File: src/rtl/breakout_ball_ctrl.sv
// Ball motion controller: collects block-column bounce requests, applies them once per
// frame with wall/paddle reflection, and sequences serve/play/miss/game-over and lives.
module breakout_ball_ctrl #(
  parameter int BALL_SIZE   = 8,
  parameter int SPEED       = 2,
  parameter int SCREEN_W    = 800,
  parameter int SCREEN_H    = 600,
  parameter int PADDLE_X    = 760,
  parameter int LIVES       = 3,
  parameter int MISS_FRAMES = 60
) (
  input  logic        clk,
  input  logic        reset,
  input  logic        frame_tick_i,
  input  logic        launch_i,
  input  logic        hit_u_i,
  input  logic        hit_d_i,
  input  logic        hit_l_i,
  input  logic        hit_r_i,
  input  logic [10:0] paddle_y_t_i,
  input  logic [10:0] paddle_y_b_i,
  input  logic [10:0] pix_x_i,
  input  logic [10:0] pix_y_i,
  output logic [10:0] ball_x_l_o,
  output logic [10:0] ball_x_r_o,
  output logic [10:0] ball_y_t_o,
  output logic [10:0] ball_y_b_o,
  output logic        ball_on_o,
  output logic [1:0]  lives_o,
  output logic        miss_o,
  output logic        game_over_o
);

  localparam logic [11:0] BS       = 12'(BALL_SIZE);
  localparam logic [11:0] SP       = 12'(SPEED);
  localparam logic [11:0] PX       = 12'(PADDLE_X);
  localparam logic [11:0] XMAX     = 12'(SCREEN_W - 1);
  localparam logic [11:0] YMAX     = 12'(SCREEN_H - 1);
  localparam logic [11:0] YTOP_MAX = 12'(SCREEN_H - BALL_SIZE);
  localparam logic [11:0] HALF     = 12'(BALL_SIZE / 2);
  localparam logic [10:0] X_SERVE  = 11'(PADDLE_X - BALL_SIZE);
  localparam logic [10:0] Y_RESET  = 11'(SCREEN_H / 2 - BALL_SIZE / 2);
  localparam int          CW       = $clog2(MISS_FRAMES + 1);
  localparam logic [CW-1:0] CNT_LAST = CW'(MISS_FRAMES - 1);

  typedef enum logic [1:0] {S_SERVE, S_PLAY, S_MISS, S_GAMEOVER} state_e;

  state_e        state_q;
  logic [1:0]    lives_q;
  logic          dir_x_q, dir_y_q, miss_q;
  logic [10:0]   x_l_q, y_t_q;
  logic [3:0]    hit_q;            // {u, d, l, r}
  logic [CW-1:0] frame_cnt_q;

  logic [3:0]  hit_eff;
  logic        dir_x_h, dir_y_h, dir_x_d, dir_y_d, play_lost, paddle_hit;
  logic [11:0] x_l12, x_r12, y_t12, y_b12, paddle_sum, paddle_mid;
  logic [10:0] x_l_d, y_t_d, serve_y_t;

  // A pulse coincident with the tick counts for that tick.
  assign hit_eff = hit_q | {hit_u_i, hit_d_i, hit_l_i, hit_r_i};

  assign x_l12 = {1'b0, x_l_q};
  assign x_r12 = x_l12 + BS - 12'd1;
  assign y_t12 = {1'b0, y_t_q};
  assign y_b12 = y_t12 + BS - 12'd1;
  assign paddle_hit = (y_b12 >= {1'b0, paddle_y_t_i}) && (y_t12 <= {1'b0, paddle_y_b_i});
  assign paddle_sum = {1'b0, paddle_y_t_i} + {1'b0, paddle_y_b_i};
  assign paddle_mid = paddle_sum >> 1;

  always_comb begin
    dir_x_h = dir_x_q;
    if (hit_eff[0] && hit_eff[1])      dir_x_h = ~dir_x_q;
    else if (hit_eff[0])               dir_x_h = 1'b1;
    else if (hit_eff[1])               dir_x_h = 1'b0;
    dir_y_h = dir_y_q;
    if (hit_eff[2] && hit_eff[3])      dir_y_h = ~dir_y_q;
    else if (hit_eff[2])               dir_y_h = 1'b1;
    else if (hit_eff[3])               dir_y_h = 1'b0;
  end

  always_comb begin
    x_l_d     = x_l_q;
    dir_x_d   = dir_x_h;
    play_lost = 1'b0;
    if (!dir_x_h && (x_l12 < SP)) begin
      x_l_d   = '0;
      dir_x_d = 1'b1;
    end else if (dir_x_h && (x_r12 < PX) && (x_r12 + SP >= PX) && paddle_hit) begin
      x_l_d   = X_SERVE;
      dir_x_d = 1'b0;
    end else if (dir_x_h && (x_r12 + SP > XMAX)) begin
      play_lost = 1'b1;
    end else if (dir_x_h) begin
      x_l_d = 11'(x_l12 + SP);
    end else begin
      x_l_d = 11'(x_l12 - SP);
    end

    y_t_d   = y_t_q;
    dir_y_d = dir_y_h;
    if (!dir_y_h && (y_t12 < SP)) begin
      y_t_d   = '0;
      dir_y_d = 1'b1;
    end else if (dir_y_h && (y_b12 + SP > YMAX)) begin
      y_t_d   = 11'(YTOP_MAX);
      dir_y_d = 1'b0;
    end else if (dir_y_h) begin
      y_t_d = 11'(y_t12 + SP);
    end else begin
      y_t_d = 11'(y_t12 - SP);
    end

    if (paddle_mid < HALF)                   serve_y_t = '0;
    else if (paddle_mid - HALF > YTOP_MAX)   serve_y_t = 11'(YTOP_MAX);
    else                                     serve_y_t = 11'(paddle_mid - HALF);
  end

  always_ff @(posedge clk) begin
    if (reset) begin
      state_q     <= S_SERVE;
      lives_q     <= 2'(LIVES);
      dir_x_q     <= 1'b0;
      dir_y_q     <= 1'b0;
      x_l_q       <= X_SERVE;
      y_t_q       <= Y_RESET;
      miss_q      <= 1'b0;
      hit_q       <= '0;
      frame_cnt_q <= '0;
    end else begin
      miss_q <= 1'b0;
      if (frame_tick_i)
        hit_q <= '0;
      else if (state_q == S_PLAY)
        hit_q <= hit_eff;
      if (frame_tick_i) begin
        case (state_q)
          S_SERVE: begin
            x_l_q <= X_SERVE;
            y_t_q <= serve_y_t;
            if (launch_i) begin
              state_q <= S_PLAY;
              dir_x_q <= 1'b0;
              dir_y_q <= 1'b0;
            end
          end
          S_PLAY: begin
            if (play_lost) begin
              // Ball freezes where it left the field; only the hit-applied directions stick.
              dir_x_q     <= dir_x_h;
              dir_y_q     <= dir_y_h;
              state_q     <= S_MISS;
              miss_q      <= 1'b1;
              lives_q     <= (lives_q != 2'd0) ? lives_q - 2'd1 : 2'd0;
              frame_cnt_q <= '0;
            end else begin
              dir_x_q <= dir_x_d;
              dir_y_q <= dir_y_d;
              x_l_q   <= x_l_d;
              y_t_q   <= y_t_d;
            end
          end
          S_MISS: begin
            if (frame_cnt_q == CNT_LAST)
              state_q <= (lives_q == 2'd0) ? S_GAMEOVER : S_SERVE;
            else
              frame_cnt_q <= frame_cnt_q + 1'b1;
          end
          default: ;
        endcase
      end
    end
  end

  assign ball_x_l_o  = x_l_q;
  assign ball_x_r_o  = 11'(x_r12);
  assign ball_y_t_o  = y_t_q;
  assign ball_y_b_o  = 11'(y_b12);
  assign lives_o     = lives_q;
  assign miss_o      = miss_q;
  assign game_over_o = (state_q == S_GAMEOVER);
  assign ball_on_o   = (state_q != S_GAMEOVER) &&
                       ({1'b0, pix_x_i} >= x_l12) && ({1'b0, pix_x_i} <= x_r12) &&
                       ({1'b0, pix_y_i} >= y_t12) && ({1'b0, pix_y_i} <= y_b12);

endmodule

File: config.mk
export PLATFORM = sky130hd
export DESIGN_NAME = breakout_ball_ctrl
export DESIGN_NICKNAME = d
export VERILOG_FILES = /design/src/rtl/breakout_ball_ctrl.sv
export SDC_FILE = /design/constraint.sdc
export NUM_CORES = 1
export LEC_CHECK = 0
export ABC_AREA = 0
export CAP_MARGIN = 25
export CORE_ASPECT_RATIO = 1.4
export CORE_MARGIN = 5
export CORE_UTILIZATION = 30
export CTS_CLUSTER_DIAMETER = 40
export CTS_CLUSTER_SIZE = 16
export DETAILED_ROUTE_END_ITERATION = 6
export PLACE_DENSITY_LB_ADDON = 0.3
export SYNTH_ARGS = -nofsm -noshare
export SYNTH_HDL_FRONTEND = slang
export SYNTH_SLANG_ARGS = --single-unit
File: constraint.sdc
create_clock -name clk -period 10.65 [get_ports clk]
set_input_delay 2.13 -clock clk [delete_from_list [all_inputs] [get_ports clk]]
set_output_delay 2.13 -clock clk [all_outputs]
set_load 0.005 [all_outputs]
==> metrics.md <==
| Metric | Value |
|---|---|
| Routed WL per cell | `17.6 um` |
| Max-slew violation count | `0` |
| Avg Synthesized Cell Area | `7.24 sq um` |
| Slew HR | `43.4%` |
| Pin count of the biggest net entering global routing | `30` |
| Startpoint types | `primary input` |
| Top cells by instance count after synthesis | `89 x ha_1, 75 x inv_1, 55 x a21oi_1, 54 x nand2_1, 52 x o21ai_0` |
| Clock transition at path regs | `60 ps` |
| Outcome | `completed` |
| Yosys reg bits | `38` |
| RSZ-0062 raised after global routing | `false` |
| Via density | `5.70` |
| First-pass GRT wire length | `32.3 mm` |
| Final worst path period need | `7230 ps` |
| Terminus of the critical flop-to-flop path | `ball_x_l_o[3]` |
| CP delay by family, top | `compound AO/OA/AOI/OAI gates` |
| Site row count | `61` |
| Critical path arrival | `5100 ps` |
| Dominant synthesized flop cell | `dfxtp_1` |
| Async set-reset flop share out of synthesis | `0%` |
| Peak Freq | `138 MHz` |
| Nets | `1,055` |
| Worst slew pin tran | `846 ps` |
| Power Density | `95.0 mW/mm^2` |
| Synth Cell Area | `0.00610 sq mm` |
| Cts bufs inserted | `5` |
| Endpoint kind of the worst setup timing path | `output port` |
| Inserted Diodes | `0` |
| H-tree depth | `2` |
| CTS resizes | `0` |
| Worst r2r src | `ball_y_t_o[0]` |
| Critical path's largest stage delay | `550 ps` |
| Cells after Synth | `843` |
| CP required | `8520 ps` |
| Slowest CP cell | `clkdlybuf4s50_1` |
| Core area | `0.0199 sq mm` |
| PortBufs | `98` |
| Min-delay src | `frame_cnt_q[1]` |
| Synth top area share | `18.2%` |
| Share of cells above drive strength 1 | `4.60%` |
| Synth area leaders | `ha_1 18%, dfxtp_1 12%, inv_1 4.6%, a21oi_1 4.5%, o21ai_0 4.3%` |
| Area growth from synthesis to layout | `21.5%` |
| Final setup viols | `0` |
| Clock Sinks | `38` |
| Yosys top cell by area | `ha_1` |
| Full die area | `0.0233 sq mm` |
| Total grt overflow | `0` |
| Die Y | `179 um` |
| Post-synthesis sequential area ratio | `12.5%` |
| Initial antenna violation count | `0` |
| Routability cong. | `0.891` |
| Critical Path Source | `pix_y_i[1]` |
| Synthesized Nets | `985` |
| Critical setup path kind | `primary input to output port` |
| Clock Latency Late Sink | `280 ps` |
| Hold Path Stages | `2` |
| Clock Tree Buf Depth | `2` |
| Hold endpoint | `frame_cnt_q[1]` |
| Routed WL | `20.6 mm` |
| Top-count cell post-synth | `ha_1` |
| Residual DRC | `0` |
| Post-CTS Setup Inserts | `0` |
| Root buf cell | `clkbuf_16` |
| Detailed router's first-iteration violation count | `390` |
| Yosys cell types | `83` |
| Crit path max fanout | `2` |
| Hold buffer count at cts | `0` |
| Final period util | `67.9%` |
| All-Layer GR Usage | `17.0%` |
| Flop-to-flop setup slack | `5240 ps` |
| DRT Pass-1 Iters | `6` |
| Skew final | `4.11 ps` |
| Die width | `131 um` |
| Hold Vio Cnt, Final | `0` |
| Crit-path cells | `clkdlybuf4s50_1 > ha_1 > nor2b_1 > o21a_1 > o21a_1 > o21a_1 > o21ai_0 > nand2b_1 > a21oi_1 > o21ai_0 > a221o_1 > a211oi_1 > clkdlybuf4s50_1` |
| Post-route ant nets | `0` |
| Initial core utilization | `30.6%` |
| YS warnings | `0` |
| Post-DP HPWL | `16.3 mm` |
| IO Pins | `101` |
| Max VDD drop | `0.0523 mV` |
| Max_cap viols | `0` |
| Post-synth EDFFs | `0` |
| Setup TNS | `0 ps` |
| Worst min path class | `register to register` |
| Fillers | `2,099` |
| Via count | `6,639` |
| Vias in the first global route | `6,486` |
| Worst Reg2Reg Path Length in Cells | `17` |
| Pleak | `3.02 nW` |
| Worst path most repeated cell | `o21a_1` |
| Bufs and invs on worst path | `2` |
| Power after layout | `705 uW` |
| CTS tree | `yes` |
[sequential cells by signal (all words and copies together), names as in the netlist]
name and flops:
ball_y_t_o 11, ball_x_l_o 10, frame_cnt_q 6, hit_q 4, lives_o 2, state_q 2, dir_x_q 1, dir_y_q 1
miss_o 1
[worst reg2reg max path, delay by kind of cell (launching register included)]
kind            cells  cell delay [ps]
compound gates      6             1810
xor+xnor            1              620
fa+ha+maj           2              670
buf+inv             2              460
flops               1              390
simple gates        6             1400
[power breakdown]
group | internal, mW | switching, mW | total (mW) | leakage (nW)
sequential | 0.150 | 0.0264 | 0.176 | 0.309
clock | 0.0846 | 0.0577 | 0.142 | 0.0694
combinational | 0.174 | 0.212 | 0.386 | 2.64
[stage by stage]
stage / worst slack (ps) / utilization, % / cell area [sq um] / cells / hold WS, ps
2_1_floorplan: 4610 / - / 6100 / 843 / 455
4_1_cts: 3370 / 37.2 / 7410 / 1164 / 488
3_3_place_gp: 3430 / 36.5 / 7270 / 1157 / 470
3_5_place_dp: 3380 / 36.5 / 7270 / 1157 / 478
6_report: 3420 / 37.2 / 7410 / 1165 / 488
5_1_grt: 3260 / 37.2 / 7410 / 1165 / 521
[layout make-up]
| cell class | count | area (sq um) | area share [%] |
|---|---|---|---|
| clock inverters | 2 | 10.0 | 0.135 |
| repair buffers | 105 | 1030 | 13.9 |
| well taps | 252 | 315 | 4.25 |
| clock buffers | 5 | 125 | 1.69 |
| multi-input cells | 685 | 4880 | 65.8 |
| flip-flops and latches | 38 | 761 | 10.3 |
| inverters | 78 | 293 | 3.95 |
[layer usage]
layer | up-vias | track usage, % | share of wire (%)
met5 | - | 0 | 0
met3 | 34 | 1.67 | 4.9
li1 | 3275 | - | -
met4 | 0 | 4.80 | 2.4
met2 | 184 | 33.5 | 53
met1 | 3146 | 19.0 | 39
[how the worst max path moves through the flow]
stage                      endpoint  slack [ps]  cells past startpoint
after floorplan           ball_on_o        4610                     11
after global placement    ball_on_o        3430                     13
after detailed placement  ball_on_o        3380                     13
after CTS                 ball_on_o        3370                     13
after global routing      ball_on_o        3260                     13
final                     ball_on_o        3420                     13
[layout by cell type, fill, tap and decap left out, drive strengths merged, types with 8 or more instances in the layout]
| master | n |
|---|---|
| o211ai | 8 |
| a21o | 19 |
| nand3 | 29 |
| xor2 | 11 |
| clkdlybuf4s50 | 98 |
| nand4b | 9 |
| a31oi | 10 |
| or3 | 19 |
| nand2b | 16 |
| and2 | 11 |
| nand4 | 22 |
| xnor2 | 22 |
| o21ai | 53 |
| nor2 | 49 |
| nand2 | 54 |
| a211oi | 12 |
| ha | 89 |
| a21oi | 55 |
| inv | 75 |
| nor3 | 41 |
| o21a | 21 |
| dfxtp | 38 |
[logic make-up (layout without fill, tap and decap cells)]
group	count (synthesis)	in the layout	share of synthesized area, %
buffers and inverters	120	190	7.64
AO/OA/AOI/OAI	260	260	29.6
multiplexers	4	4	0.717
other	2	2	0.123
adder cells (fa/ha/maj)	90	90	18.6
flip-flops	38	38	12.5
XOR/XNOR	33	33	4.73
AND/OR/NAND/NOR	296	296	26.2
Note: power is estimated with default switching activity, not from simulation.
